### config.mk
export PLATFORM = sky130hd
export DESIGN_NAME = dmem_arbiter
export DESIGN_NICKNAME = d
export VERILOG_FILES = /design/src/rtl/dmem_arb_pkg.sv /design/src/rtl/rr_arb2.sv /design/src/rtl/dmem_arbiter.sv
export SDC_FILE = /design/constraint.sdc
export NUM_CORES = 1
export LEC_CHECK = 0
export CAP_MARGIN = 20
export CORE_ASPECT_RATIO = 1.4
export CORE_UTILIZATION = 36
export DETAILED_ROUTE_END_ITERATION = 7
export PLACE_DENSITY = 0.88
export SLEW_MARGIN = 40
export SYNTH_ARGS = -nofsm -noshare
export SYNTH_HDL_FRONTEND = slang
export SYNTH_SLANG_ARGS = --single-unit
### constraint.sdc
create_clock -name clk_i -period 1.6 [get_ports clk_i]
set_clock_uncertainty 0.05 [all_clocks]
set_input_delay 0.16 -clock clk_i [delete_from_list [all_inputs] [get_ports clk_i]]
set_output_delay 0.16 -clock clk_i [all_outputs]
set_load 0.005 [all_outputs]
### src/rtl/dmem_arb_pkg.sv
// Shared types and constants for the data-memory arbiter.
package dmem_arb_pkg;

    // Transaction sequencer states.
    typedef enum logic [1:0] {
        IDLE   = 2'd0,
        ACCESS = 2'd1,
        DONE   = 2'd2
    } state_t;

    // Requester identifiers; also the index into the per-port vectors.
    localparam logic PORT_C = 1'b0;
    localparam logic PORT_A = 1'b1;

    // Width of the access-latency counter (covers MEM_LAT up to 7).
    localparam int CNT_W = 3;

    // Word alignment test on the two low address bits.
    function automatic logic is_aligned(input logic [1:0] lsb);
        return (lsb == 2'b00);
    endfunction

endpackage

### src/rtl/rr_arb2.sv
// Two-requester picker: round-robin when rr_en is set, otherwise C wins ties.
// gnt is only meaningful when at least one request is present.
module rr_arb2
    import dmem_arb_pkg::*;
(
    input  logic [1:0] req,
    input  logic       last_gnt,
    input  logic       rr_en,
    output logic       gnt
);

    // Choose the winner among the active requests.
    always_comb begin
        gnt = PORT_C;
        if (req[PORT_C] && req[PORT_A]) begin
            gnt = rr_en ? ~last_gnt : PORT_C;
        end else if (req[PORT_A]) begin
            gnt = PORT_A;
        end
    end

endmodule

### src/rtl/dmem_arbiter.sv
// Shares the single-port data memory between the CPU (port C) and the
// auxiliary loader/debug port (port A). Each access runs as a fixed-latency
// transaction IDLE -> ACCESS -> DONE; misaligned requests skip ACCESS.
module dmem_arbiter
    import dmem_arb_pkg::*;
#(
    parameter int DATA_W  = 32,
    parameter int ADDR_W  = 32,
    parameter int MEM_LAT = 1,
    parameter bit RR_EN   = 1'b1
) (
    input  logic              clk_i,
    input  logic              rst_i,

    input  logic              C_REQ_i,
    input  logic              C_WE_i,
    input  logic [ADDR_W-1:0] C_ADDR_i,
    input  logic [DATA_W-1:0] C_WDATA_i,
    output logic              C_DONE_o,
    output logic              C_ERR_o,
    output logic [DATA_W-1:0] C_RDATA_o,
    output logic              C_STALL_o,

    input  logic              A_REQ_i,
    input  logic              A_WE_i,
    input  logic [ADDR_W-1:0] A_ADDR_i,
    input  logic [DATA_W-1:0] A_WDATA_i,
    output logic              A_DONE_o,
    output logic              A_ERR_o,
    output logic [DATA_W-1:0] A_RDATA_o,

    output logic              MEM_EN_o,
    output logic              MEM_WE_o,
    output logic [ADDR_W-1:0] MEM_ADDR_o,
    output logic [DATA_W-1:0] MEM_WDATA_o,
    input  logic [DATA_W-1:0] MEM_RDATA_i
);

    // Last counter value of the ACCESS phase; the read data is sampled then.
    localparam logic [CNT_W-1:0] LAT_CNT = CNT_W'(MEM_LAT);

    // Registered state and its next-state values.
    state_t            state_reg, state_next;
    logic [CNT_W-1:0]  cnt_reg, cnt_next;
    logic              gnt_reg, gnt_next;
    logic              last_gnt_reg, last_gnt_next;
    logic              err_reg, err_next;
    logic              we_reg, we_next;
    logic [ADDR_W-1:0] addr_reg, addr_next;
    logic [DATA_W-1:0] wdata_reg, wdata_next;
    logic [DATA_W-1:0] rdata_reg, rdata_next;

    // Per-port views of the requester interfaces, indexed by port id.
    logic [1:0]        req_vec;
    logic [1:0]        we_vec;
    logic [ADDR_W-1:0] addr_vec  [2];
    logic [DATA_W-1:0] wdata_vec [2];
    logic [1:0]        port_done;
    logic [1:0]        port_err;
    logic              pick;
    logic              in_access;
    logic              in_done;

    assign req_vec      = {A_REQ_i, C_REQ_i};
    assign we_vec       = {A_WE_i, C_WE_i};
    assign addr_vec[0]  = C_ADDR_i;
    assign addr_vec[1]  = A_ADDR_i;
    assign wdata_vec[0] = C_WDATA_i;
    assign wdata_vec[1] = A_WDATA_i;

    assign in_access = (state_reg == ACCESS);
    assign in_done   = (state_reg == DONE);

    rr_arb2 u_rr_arb2 (
        .req      (req_vec),
        .last_gnt (last_gnt_reg),
        .rr_en    (RR_EN),
        .gnt      (pick)
    );

    // Completion and error pulses go only to the granted port.
    genvar gi;
    generate
        for (gi = 0; gi < 2; gi++) begin : g_port
            assign port_done[gi] = in_done && (gnt_reg == (gi == 1));
            assign port_err[gi]  = port_done[gi] && err_reg;
        end
    endgenerate

    assign C_DONE_o  = port_done[PORT_C];
    assign A_DONE_o  = port_done[PORT_A];
    assign C_ERR_o   = port_err[PORT_C];
    assign A_ERR_o   = port_err[PORT_A];
    assign C_RDATA_o = rdata_reg;
    assign A_RDATA_o = rdata_reg;
    assign C_STALL_o = C_REQ_i & ~C_DONE_o;

    // Memory command is held from the latched registers for the whole
    // ACCESS phase; the strobe fires only in its first cycle.
    assign MEM_EN_o    = in_access && (cnt_reg == '0);
    assign MEM_WE_o    = in_access && we_reg;
    assign MEM_ADDR_o  = in_access ? addr_reg  : '0;
    assign MEM_WDATA_o = in_access ? wdata_reg : '0;

    // Sequencer next-state logic: arbitrate in IDLE, count latency in ACCESS,
    // retire in DONE.
    always_comb begin
        state_next    = state_reg;
        cnt_next      = cnt_reg;
        gnt_next      = gnt_reg;
        last_gnt_next = last_gnt_reg;
        err_next      = err_reg;
        we_next       = we_reg;
        addr_next     = addr_reg;
        wdata_next    = wdata_reg;
        rdata_next    = rdata_reg;

        case (state_reg)
            IDLE: begin
                if (|req_vec) begin
                    gnt_next   = pick;
                    we_next    = we_vec[pick];
                    addr_next  = addr_vec[pick];
                    wdata_next = wdata_vec[pick];
                    cnt_next   = '0;
                    if (is_aligned(addr_vec[pick][1:0])) begin
                        err_next   = 1'b0;
                        state_next = ACCESS;
                    end else begin
                        // Misaligned: report immediately, never touch memory.
                        err_next   = 1'b1;
                        state_next = DONE;
                    end
                end
            end
            ACCESS: begin
                if (cnt_reg == LAT_CNT) begin
                    if (!we_reg) begin
                        rdata_next = MEM_RDATA_i;
                    end
                    state_next = DONE;
                end else begin
                    cnt_next = cnt_reg + CNT_W'(1);
                end
            end
            DONE: begin
                // Requests are not sampled here so the finished one is not
                // granted twice.
                last_gnt_next = gnt_reg;
                state_next    = IDLE;
            end
            default: begin
                state_next = IDLE;
            end
        endcase
    end

    // State and datapath registers; reset abandons any open transaction.
    always_ff @(posedge clk_i or negedge rst_i) begin
        if (!rst_i) begin
            state_reg    <= IDLE;
            cnt_reg      <= '0;
            gnt_reg      <= PORT_C;
            last_gnt_reg <= PORT_A;
            err_reg      <= 1'b0;
            we_reg       <= 1'b0;
            addr_reg     <= '0;
            wdata_reg    <= '0;
            rdata_reg    <= '0;
        end else begin
            state_reg    <= state_next;
            cnt_reg      <= cnt_next;
            gnt_reg      <= gnt_next;
            last_gnt_reg <= last_gnt_next;
            err_reg      <= err_next;
            we_reg       <= we_next;
            addr_reg     <= addr_next;
            wdata_reg    <= wdata_next;
            rdata_reg    <= rdata_next;
        end
    end

endmodule
==> summary.txt, run 1 <==
Global routing
  • GRT Total Usage: 21.9%
  • First-pass GRT wire length: about 27 mm
  • Total gr overflow: 0
  • Gr busiest metal: met2
  • GR Util met2: 42.9%
  • Number of global-route vias before repair: roughly 5,000
  • Initial antenna violation count: 0
  • Met3 global-route usage: 3.88%
  • GRT met1 Usage: between 20% and 30%
  • Largest net degree at the start of global routing: approximately 110

Drt
  • Drt pass-1 iters: 4
  • Vias: 4,679
  • Number of routed nets with antenna violations: 0
  • DRC: 0
  • Detailed Route WL: 20.0 mm
  • DRT iter0 DRCs: 139
  • WL per Instance: 20.7 um
  • Post-detailed-route via-to-cell ratio: 4.85

Die
  • Die Wd: between 100 and 150 um
  • Chip Height: 149 um
  • Initial cell density of the core: between 30% and 40%
  • Num ports: 301
  • Row cnt: 53
  • Core ar.: ~0.015 mm^2
  • Die footprint: 0.0160 mm^2

Critical path
  • Reg2reg end: wdata_reg[17]
  • Crit Path Class: flop to flop
  • R2R setup slack: -320 ps
  • Crit end category: flop
  • Most Frequent Cell on Critical Path: buf_6
  • CP peak stage delay: 420 ps
  • Launching point of the worst reg2reg path: state_reg[1]
  • R2R depth: 8
  • Worst path required time: between 1500 and 2000 ps
  • Cell depth of the worst setup path: 8
  • Critical path startpoint category: flop
  • Buffers & Inverters on Critical Path: 5
  • Critical Path AT: roughly 2100 ps
  • CP cell instances: buf_6 > buf_6 > or2_4 > nor2_4 > buf_12 > buf_4 > buf_8 > mux2_4
  • CP top delay family: buffers and inverters
  • Crit path max fanout: 10
  • Crit-path slowest cell: dfrtp_1

Synthesis
  • Largest cells by area after synthesis: dfrtp_1 (47%), mux2_2 (33%), and2_1 (7.6%)
  • Top-area cell type share of the netlist area: 46.6%
  • Avg Synthesized Cell Area: 13.1 um^2
  • Seq/Total Area, Yosys: 47.0%
  • Seq cells post-synth: between 100 and 150
  • Gate Count Post-Synth: 427
  • Yosys top cell by area: dfrtp_1
  • Distinct cells, synth: 29
  • Synthesis warning total: 0
  • Mapped cell area: 0.00559 mm^2
  • Synthesized Nets: 596

Clock tree
  • CTS HTree Levels: 3
  • CTS clk-pin slew, worst paths: 80 ps
  • Root buffer cell: clkbuf_16
  • Clk_lat worst skew: 340 ps
  • Inserted Clock Buffers: 9
  • CTS tree: built
  • Clk sinks: 105
  • Max clock buf depth: 2

Pwr
  • Leak: 4.71 nW
  • Switch Pwr: 5.30 mW
  • PwrDens: 1680 mW/mm^2
  • Clock network power share: 12.3%
  • P_int: 12.4 mW
  • Net Sw Frac: 29.9%
  • Comb power frac: 59.9%
  • VDD IR max: 981 uV
  • Sequential power share: 27.9%

Timing
  • Final critical-path share of the clock period: 120%
  • Hold Vio Cnt, Final: 0
  • TNS Setup: -35,030 ps
  • Worst-margin pin slew: between 500 and 600 ps
  • RSZ-0062 raised after global routing: true
  • FMAX: about 520 MHz
  • # setup viols final: between 150 and 200
  • Final Slew Violations: 0
  • Minimum clock period: between 1500 and 2000 ps
  • Hold WS: between 300 and 400 ps
  • Final Worst Setup Slack: -325 ps
  • Slew margin rel.: around 60%

Place
  • I/O Buffers: 300
  • Gpl congestion: 0.769
  • Placed cells: 898
  • HPWL reported at the end of detailed placement: 11.7 mm
  • Worst slack, placed: -397 ps

Layout
  • Share of layout cells above drive strength 1: 53.8%
  • N_diodes: 0
  • Synth-to-Final Area Change: 88.4%
  • Layout Nets: 937
  • Post-layout util: 69.6%
  • Post-Layout Cell Count: 965

Flow run
  • Max cap viols: 0

Min path
  • Worst hold path class: input port to async pin

Outcome
  • Violated checks: negative setup slack
  • Status: complete, but fails checks
==> how the worst max path moves through the flow <==
stage / startpoint / endpoint / slack, ps
3_3_place_gp: A_REQ_i / wdata_reg[1] / -330
5_1_grt: state_reg[1] / wdata_reg[17] / -360
4_1_cts: state_reg[0] / MEM_WDATA_o[10] / -280
6_report: state_reg[1] / wdata_reg[17] / -320
3_5_place_dp: A_REQ_i / wdata_reg[5] / -400
2_1_floorplan: state_reg[1] / A_RDATA_o[10] / -30
==> Yosys cell counts <==
master,number
buf_4,37
buf_2,4
dfrtp_1,104
o21ai_0,1
mux2_2,162
nor4b_4,1
clkbuf_1,6
inv_1,4
nor2_1,6
o31ai_1,1
nor2b_1,3
buf_8,1
a21boi_2,1
o22ai_1,1
nand2b_4,1
mux2i_1,3
a21oi_1,1
and2_1,68
mux2_4,2
a22o_1,1
or4_1,1
a21o_1,1
nor2_4,1
dfstp_2,1
nand2b_1,2
nand2_1,1
or2_1,1
buf_6,8
ha_1,3
==> cells in the final DEF, fill, tap and decap left out, drive strengths merged, types with 3 or more instances in the layout <==
master / netlist / routed
clkbuf: 6 / 18
nor2: 7 / 7
nand2b: 3 / 3
inv: 4 / 6
and2: 68 / 68
buf: 50 / 151
ha: 3 / 3
mux2: 164 / 164
dfrtp: 104 / 104
mux2i: 3 / 3
nor2b: 3 / 3
clkdlybuf4s50: 0 / 228
==> through the flow <==
step	instance area, um^2	total power [mW]
after global routing	10500	18.5
after floorplan	5600	8.30
after CTS	9850	16.0
final	10500	17.7
after global placement	8780	11.4
after detailed placement	8780	11.7
==> worst min-delay path, cell delays in order <==
cell and delay [ps]:
dlygate4sd3_1 530, buf_4 110, buf_12 420
==> per-layer routing <==
| layer | vias up | share of wire [%] |
|---|---|---|
| li1 | 2106 | - |
| met1 | 2346 | 36 |
| met2 | 195 | 56 |
| met3 | 32 | 5.4 |
| met4 | 0 | 2.7 |
| met5 | - | 0 |
==> area by class of cell <==
class,instances,area [um^2]
clock inverters,4,33.8
flip-flops and latches,105,2630
clock buffers,12,256
repair buffers,386,4270
inverters,4,15.0
fillers,1010,4590
well taps,192,240
multi-input cells,262,3080
==> kinds of logic after synthesis <==
kind of cell,after synthesis,synth area share [%]
adders and majority gates,3,0.672
muxes,167,33.7
and+or+nand+nor,85,9.76
buffers and inverters,60,7.88
DFF,105,47.0
AOI/OAI and AO/OA,7,0.918
==> power groups by stage <==
stage          clock network [mW]  logic (mW)  registers, mW
5_1_grt                      2.32        11.1           5.09
6_report                     2.17        10.6           4.93
2_1_floorplan                   0        3.69           4.60
3_5_place_dp                    0        6.87           4.81
3_3_place_gp                    0        6.67           4.69
4_1_cts                      2.22        8.99           4.81
==> what timing repair did <==
item                                   in CTS  in global routing
gates resized for setup                   420                144
pin swaps                                  60                 10
endpoints found under the hold margin     104                  0
setup buffers                              34                  6
setup endpoints to repair                 170                174
cloned                                     10                  8
hold buffers                                1                  0
Note: power is estimated with default switching activity, not from simulation.
==> run 2, diff against run 1 <==
--- a/config.mk
+++ b/config.mk
@@ -10,6 +10,7 @@
 export CORE_UTILIZATION = 36
 export DETAILED_ROUTE_END_ITERATION = 7
 export PLACE_DENSITY = 0.88
+export SETUP_SLACK_MARGIN = 0.15
 export SLEW_MARGIN = 40
 export SYNTH_ARGS = -nofsm -noshare
 export SYNTH_HDL_FRONTEND = slang
==> summary.txt, run 2 (synthesized netlist as in run 1, its figures left out) <==
Outcome
  • Status: complete, but fails checks
  • Violated checks: negative setup slack

Critical path
  • R2R setup slack: -350 ps
  • Crit path max fanout: 4
  • Launching point of the worst reg2reg path: state_reg[0]
  • Worst path required time: around 1400 ps
  • R2R depth: 8
  • Critical path startpoint category: flop
  • Crit Path Class: flop to output port
  • Reg2reg end: wdata_reg[14]
  • Critical Path AT: 1750 ps
  • Crit end category: output port

Timing
  • # setup viols final: 170
  • Final Slew Violations: 0
  • RSZ-0062 raised after global routing: true
  • Worst-margin pin slew: approximately 340 ps
  • Minimum clock period: 1960 ps
  • Hold Vio Cnt, Final: 0
  • Slew margin rel.: 77.2%
  • Final Worst Setup Slack: -357 ps
  • Final critical-path share of the clock period: 122%
  • FMAX: 511 MHz

Pwr
  • VDD IR max: 830 uV
  • Sequential power share: 26.6%
  • Clock network power share: 12.8%
  • Leak: 5.43 nW
  • Power, Total: 18.3 mW
  • PwrDens: between 1500 and 2000 mW/mm^2
  • Net Sw Frac: 30.3%
  • Comb power frac: 60.6%
  • P_int: between 10 and 15 mW
  • Switch Pwr: 5.54 mW

Layout
  • Share of layout cells above drive strength 1: 53.3%
  • Highest-count cells in the layout ignoring fill and taps: clkdlybuf4s50_1 (169), dfrtp_1 (104), mux2_4 (87)
  • Layout Nets: 946
  • Synth-to-Final Area Change: 94.2%
  • Post-Layout Cell Count: 974
  • Multi-input logic area: 0.00309 mm^2
  • Post-layout util: 71.8%
  • N_diodes: 0
  • Fillcell total: between 900 and 1,000
  • Register Area: about 0.0026 mm^2
  • Commonest non-fill, non-tap cell in the layout: clkdlybuf4s50_1

Drt
  • DRC: 0
  • Post-detailed-route via-to-cell ratio: just under 5
  • Number of routed nets with antenna violations: 0
  • Drt pass-1 iters: 4
  • WL per Instance: a little over 20 um
  • Detailed Route WL: approximately 20 mm
  • DRT iter0 DRCs: 131
  • Vias: 4,731

Clock tree
  • CTS tree: built
  • Root buffer cell: clkbuf_16
  • Clk sinks: 105
  • Clk_lat worst skew: 340 ps
  • Inserted Clock Buffers: 9
  • CTS HTree Levels: 3
  • CTS clk-pin slew, worst paths: approximately 80 ps
  • Max clock buf depth: 2

Place
  • Gpl congestion: 0.754
  • Placed cells: around 880
  • HPWL reported at the end of detailed placement: ~11 mm
  • I/O Buffers: 300

Global routing
  • Number of global-route vias before repair: 5,009
  • Total gr overflow: 0
  • Initial antenna violation count: 0
  • GRT Total Usage: between 20 and 25%
  • First-pass GRT wire length: 27.1 mm
  • Largest net degree at the start of global routing: 61

Flow run
  • Max cap viols: 0

Die
  • Die footprint: ~0.016 mm^2
  • Row cnt: 53
  • Initial cell density of the core: around 37%
  • Core ar.: 0.0151 mm^2
  • Num ports: 301
  • Die Wd: 107 um
  • Chip Height: ~150 um

Min path
  • Worst hold path class: input port to async pin
-- run 2: cell count changes in the layout (fill, tap and decap cells not counted), sizes merged --
cell	before	now
buf	151	148
bufinv	0	1
clkbuf	18	17
clkdlybuf4s15	0	7
clkdlybuf4s50	228	169
clkinvlp	1	2
dlygate4sd2	0	26
dlymetal6s2s	0	36
inv	6	7
-- run 2: repair_timing --
action                     CTS  global route
setup endpoints to repair  204           216
gates resized for setup    400           150
pin swaps                   25            38
hold endpoints to repair   104             0
hold buffers                 1             0
cloned                      15             6
setup buffers               41            12
-- run 2: final cells by class --
| type | count | share of cell area, % |
|---|---|---|
| repair buffers | 395 | 42.1 |
| multi-input cells | 262 | 28.5 |
| flip-flops and latches | 105 | 24.2 |
| well taps | 192 | 2.21 |
| clock buffers | 9 | 2.07 |
| clock inverters | 7 | 0.807 |
| inverters | 4 | 0.138 |
-- run 2: worst max-delay path by stage --
stage                             from               to  cells past startpoint
final                     state_reg[0]   MEM_WDATA_o[6]                      8
after global routing      state_reg[0]   MEM_WDATA_o[6]                      8
after CTS                 state_reg[1]  MEM_WDATA_o[20]                      7
after detailed placement       A_REQ_i     addr_reg[22]                      5
after global placement         A_REQ_i     addr_reg[20]                      5
after floorplan           state_reg[1]    A_RDATA_o[10]                      4
-- run 2: per-stage QoR --
stage / hold slack (ps) / worst slack, ps / cell area (um^2) / setup TNS (ps)
floorplan: -186 / -29.5 / 5770 / -991
global placement: 120 / -440 / 8810 / -36220
detailed placement: 125 / -468 / 8810 / -39660
CTS: 292 / -360 / 10100 / -42300
global route: 322 / -421 / 10900 / -57310
finish: 296 / -357 / 10900 / -45340
-- run 2: layer usage --
layer / wire (um) / part of all wire, % / global-route usage (%)
met3: 1150 / 5.7 / 5.10
met1: 7250 / 36 / 24.1
met4: 529 / 2.6 / 6.03
met5: 0 / 0 / 0
met2: 11100 / 55 / 43.2
-- run 2: worst max-delay path, cell delays in order, from the launching register on --
cell	delay, ps
dfrtp_1	410
nor2b_4	160
buf_12	130
buf_12	110
buf_16	120
buf_8	130
buf_12	120
and2_4	120
buf_6	100
-- run 2: power by group through the flow --
stage               registers [mW]  logic [mW]  clock network [mW]
floorplan                     4.61        4.00                   0
global placement              4.72        6.86                   0
detailed placement            4.83        7.06                   0
CTS                           4.79        9.95                2.39
global route                  4.99        11.6                2.50
finish                        4.86        11.1                2.35
==> variant 1 (settings of run 2) <==
Change the parameter `RR_EN` from 1'b1 to 1'b0.
--- a/src/rtl/dmem_arbiter.sv
+++ b/src/rtl/dmem_arbiter.sv
@@ -8,5 +8,5 @@
     parameter int ADDR_W  = 32,
     parameter int MEM_LAT = 1,
-    parameter bit RR_EN   = 1'b1
+    parameter bit RR_EN   = 1'b0
 ) (
     input  logic              clk_i,
Behaviour: not the same (a bounded check fails within 4 cycles, from zero or initial values and one cycle with rst_i low).
==> variant 1 against run 2 <==
The run still ends with negative setup slack left. Combinational power is 5% higher. Routed wire length is 17% higher. Setup slack better by 90 ps. Critical endpoint is now MEM_WDATA_o[23]. Non-clock buffer count is 34 higher. Area after synthesis is 3.2% lower. Sequential cell count is 1 lower. Total power is 3.1% higher. Design area is 3.2% higher. Sequential share of layout area is 0.96 points lower. Count of clock-buffer cells in the layout stayed put.
==> variant 1: results <==
[global_route]
grt_pass1_vias = 5292
grt_max_degree = 105
grt_pass1_wl_um = 29300
grt_usage_pct = 24.6

[setup_path]
critPathTopFamily = "simple AND/OR/NAND/NOR gates"
cp_max_fo = 6
slowest_delay_ps = 380
arrival_ps = 1660

[placed_design]
hpwl_um = 12500
gp_congestion = 0.769
dpl.cell_count = 960
dpl_cell_area_sq_mm = 0.00868

[yosys]
synth.distinct_cells = 30
synth.area.top_cells = "dfrtp_1 48%, mux2i_1 12%, o21ai_0 12%"
syn-num-nets = 675
ys.flop_type = "dfrtp_1"
avgSynthCellArea_sq_um = 10.7
synth-seq-area-share_pct = 48.1
synth_common_cells = "129 x o21ai_0, 104 x dfrtp_1, 67 x and2_1"

[routing]
drt-initial-drc-count = 180
vias = 5558
wire_per_inst_um = 21.8

[power_and_ir_drop]
power_leakage_uw = 0.00575
vdd.ir_drop.worst_v = 0.000959

[run_status]
violations = "negative setup slack"
status = "finished, violations left"

[cells_and_area]
fill_cells = 842
nNetsFinal = 1046
drive_above_1_share_pct = 48.2
design_area_sq_mm = 0.0112
fin_cells = 1071

[sta]
setup_ws_ps = -267
setup_viol = 121

[floorplanning]
die-area_sq_mm = 0.0155

[clock_tree]
clockRootBuffer = "clkbuf_16"
cts_max_level = 3
## variant 1: what timing repair did
item                       in CTS  in global routing
hold buffers                    1                  0
hold endpoints to repair      104                  0
setup endpoints to repair     218                238
pin swaps                      28                 98
setup buffers                  15                 51
gates resized for setup       257                492
gates cloned                   10                 18
## variant 1: layer usage
layer	routed length (um)	share of wire [%]	GRT usage, %
met3	1230	5.2	4.26
met1	8210	35	26.9
met4	805	3.4	7.22
met5	0	0	0
met2	13100	56	47.8
## variant 1: logic make-up after synthesis
| logic type | share of synthesized area (%) |
|---|---|
| flip-flops | 48.1 |
| multiplexers | 19.1 |
| AND/OR/NAND/NOR | 10.1 |
| AO/OA/AOI/OAI | 13.2 |
| buffers and inverters | 8.83 |
| adder cells (fa/ha/maj) | 0.694 |
## variant 1: through the flow
| stage | setup TNS, ps | setup WS [ps] | hold slack (ps) |
|---|---|---|---|
| final | -19530 | -267 | 309 |
| after global routing | -25700 | -310 | 371 |
| after CTS | -24720 | -495 | 367 |
| after detailed placement | -10670 | -142 | 221 |
| after global placement | -6050 | -86.6 | 220 |
| after floorplan | -6.37 | -0.686 | -186 |
## variant 1: tightest hold or removal path, stage by stage
cell	delay, ps
dlygate4sd3_1	530
buf_4	120
buf_12	350
## variant 1: power by group
group | internal, uW | switching, uW | leakage [uW] | total (uW)
combinational | 7090 | 4490 | 0.00432 | 11600
clock | 1230 | 1050 | 0.000148 | 2290
sequential | 3900 | 1110 | 0.00128 | 5010
## variant 1: worst paths after layout
kind	end	slack, ps
hold / removal	A_RDATA_o[28]	310
hold reg to reg	addr_reg[24]	440
setup reg to reg	A_RDATA_o[15]	-220
setup / recovery	MEM_WDATA_o[23]	-270
max in group asynchronous	state_reg[0]	580
min in group clk_i	A_RDATA_o[25]	380
## variant 1: area by class of cell
class	count	share of cell area, %
Clock buffer	9	2.01
Clock inverter	7	0.715
Inverter	3	0.101
Multi-Input combinational cell	330	28.2
Sequential cell	104	23.3
Tap cell	189	2.11
Timing Repair Buffer	429	43.6
==> variant 2 (config.mk and constraints of run 2) <==
Made on the original files. Make the reset (`rst_i`) synchronous in one clocked block.
--- a/src/rtl/dmem_arbiter.sv
+++ b/src/rtl/dmem_arbiter.sv
@@ -157,5 +157,5 @@
 
     // State and datapath registers; reset abandons any open transaction.
-    always_ff @(posedge clk_i or negedge rst_i) begin
+    always_ff @(posedge clk_i) begin
         if (!rst_i) begin
             state_reg    <= IDLE;
Check against the original RTL: differs if rst_i is asserted again (counterexample within 4 cycles, from zero or initial values and one cycle with rst_i low); with rst_i held inactive, the same outputs for 4 cycles.
==> variant 2 against run 2 <==
The run still ends with negative setup slack left. First-iteration DRC count up 51%. Setup slack gained 180 ps. Routed wire length increased by 18%. Design area is 0.39% lower. Maximum frequency is 10% higher. Register-to-register slack gained 170 ps. Global-route usage increased by 2.1 points. Sequential cell count unchanged. Area after synthesis is 7.6% lower. Critical path type is now reg -> reg.
Power is not compared: it rests on default switching activity, and its combinational part moved more than twofold at a synthesized area within 25%.
==> variant 2: results <==
[run_status]
status = "finished, violations left"
violations = "negative setup slack"

[cells_and_area]
drive_above_1_share_pct = 46.8
nNetsFinal = 1003

[yosys]
synth.mux.area_fraction_pct = 12.8
synth_common_cells = "105 x dfxtp_1, 66 x and2_1, 65 x mux2i_1"
synth.area.top_cells = "dfxtp_1 41%, mux2i_1 13%, o2bb2ai_2 8.7%"
synth_compound_area_share_pct = 22.7
synth.distinct_cells = 36
synth_adder_area_share_pct = 0.727
synth-seq-area-share_pct = 40.7
syn-num-nets = 692
async_flop_share_pct = 0

[worst_hold_path]
hold_class = "in -> reg"

[setup_path]
crit_slowest_cell = "or3_4"
slowest_delay_ps = 500
r2r_start = "state_reg[0]"
cp_max_fo = 7
r2r_end = "addr_reg[17]"
critPathTopFamily = "simple AND/OR/NAND/NOR gates"
arrival_ps = 2000

[routing]
wire_per_inst_um = 23.1
wirelength_met1_um = 8250
drt-initial-drc-count = 198
met3WireLength_um = 1460
route.met2.wl_um = 12700
viasPerCell = 5.38

[global_route]
grt_max_degree = 38
grt_pass1_vias = 5216
grt_usage_pct = 24.5

[sta]
worst_slew_pin_slew_ps = 748
setup_ws_ps = -177
setup_viol = 163
tns_ps = -15270

[clock_tree]
cts_inserted_buffers = 9
path_clk_slew_ps = 70

[placed_design]
hpwl_um = 12200
gp_congestion = 0.836
[variant 2: cell types whose count changed after synthesis, sizes merged, moves of 36 or more]
cell / delta
dfrtp: -104
o2bb2ai: +65
mux2i: +62
a21oi: +36
mux2: -163
dfxtp: +105
[variant 2: worst register-to-register path, stage by stage, from the launching register on]
cell	delay [ps]
dfxtp_2	330
buf_6	120
buf_6	110
or2_4	240
or3_4	500
buf_16	210
o2bb2ai_4	140
[variant 2: per-stage QoR]
step	area, sq um	instances	worst slack [ps]	util (%)
after floorplan	5190	523	-26.2	-
after global placement	8390	964	-205	60.1
after detailed placement	8390	964	-239	60.1
after CTS	9220	1006	-167	66.0
after global routing	10800	1024	-203	77.4
final	10800	1024	-177	77.4
[variant 2: layout make-up]
class	count	area, sq um
timing repair buffer	377	4380
multi-input combinational	336	3700
fill	752	3160
sequential	105	2140
clock buffer	11	233
tap	185	231
clock inverter	5	104
inverter	5	18.8
[variant 2: routing by layer]
layer / global-route usage, % / vias to the layer above
met1: 24.6 / 2680
met3: 5.40 / 81
li1: - / 2470
met5: 0 / -
met4: 12.3 / 0
met2: 46.2 / 274
[variant 2: worst max-delay path by stage]
| stage | slack [ps] | startpoint | end | depth (start not counted) |
|---|---|---|---|---|
| floorplan | -30 | state_reg[0] | addr_reg[13] | 7 |
| global placement | -200 | C_REQ_i | wdata_reg[19] | 5 |
| detailed placement | -240 | C_REQ_i | addr_reg[6] | 5 |
| CTS | -170 | state_reg[0] | MEM_ADDR_o[12] | 6 |
| global route | -200 | state_reg[0] | wdata_reg[18] | 6 |
| finish | -180 | state_reg[0] | addr_reg[17] | 6 |
[variant 2: report_power, final]
group	switching [uW]	internal [uW]
registers	203	2820
logic	982	1290
clock network	1020	1530
[variant 2: cell families after synthesis]
logic type,after synthesis
and+or+nand+nor,121
buffers and inverters,84
DFF,105
adders and majority gates,3
muxes,66
AOI/OAI and AO/OA,144
[variant 2: what timing repair did]
action / CTS / global route
hold endpoints to repair: 0 / 0
gates cloned: 9 / 15
resized for setup: 372 / 282
setup buffers: 17 / 3
endpoints found under the setup margin: 186 / 234
pin swaps: 44 / 93
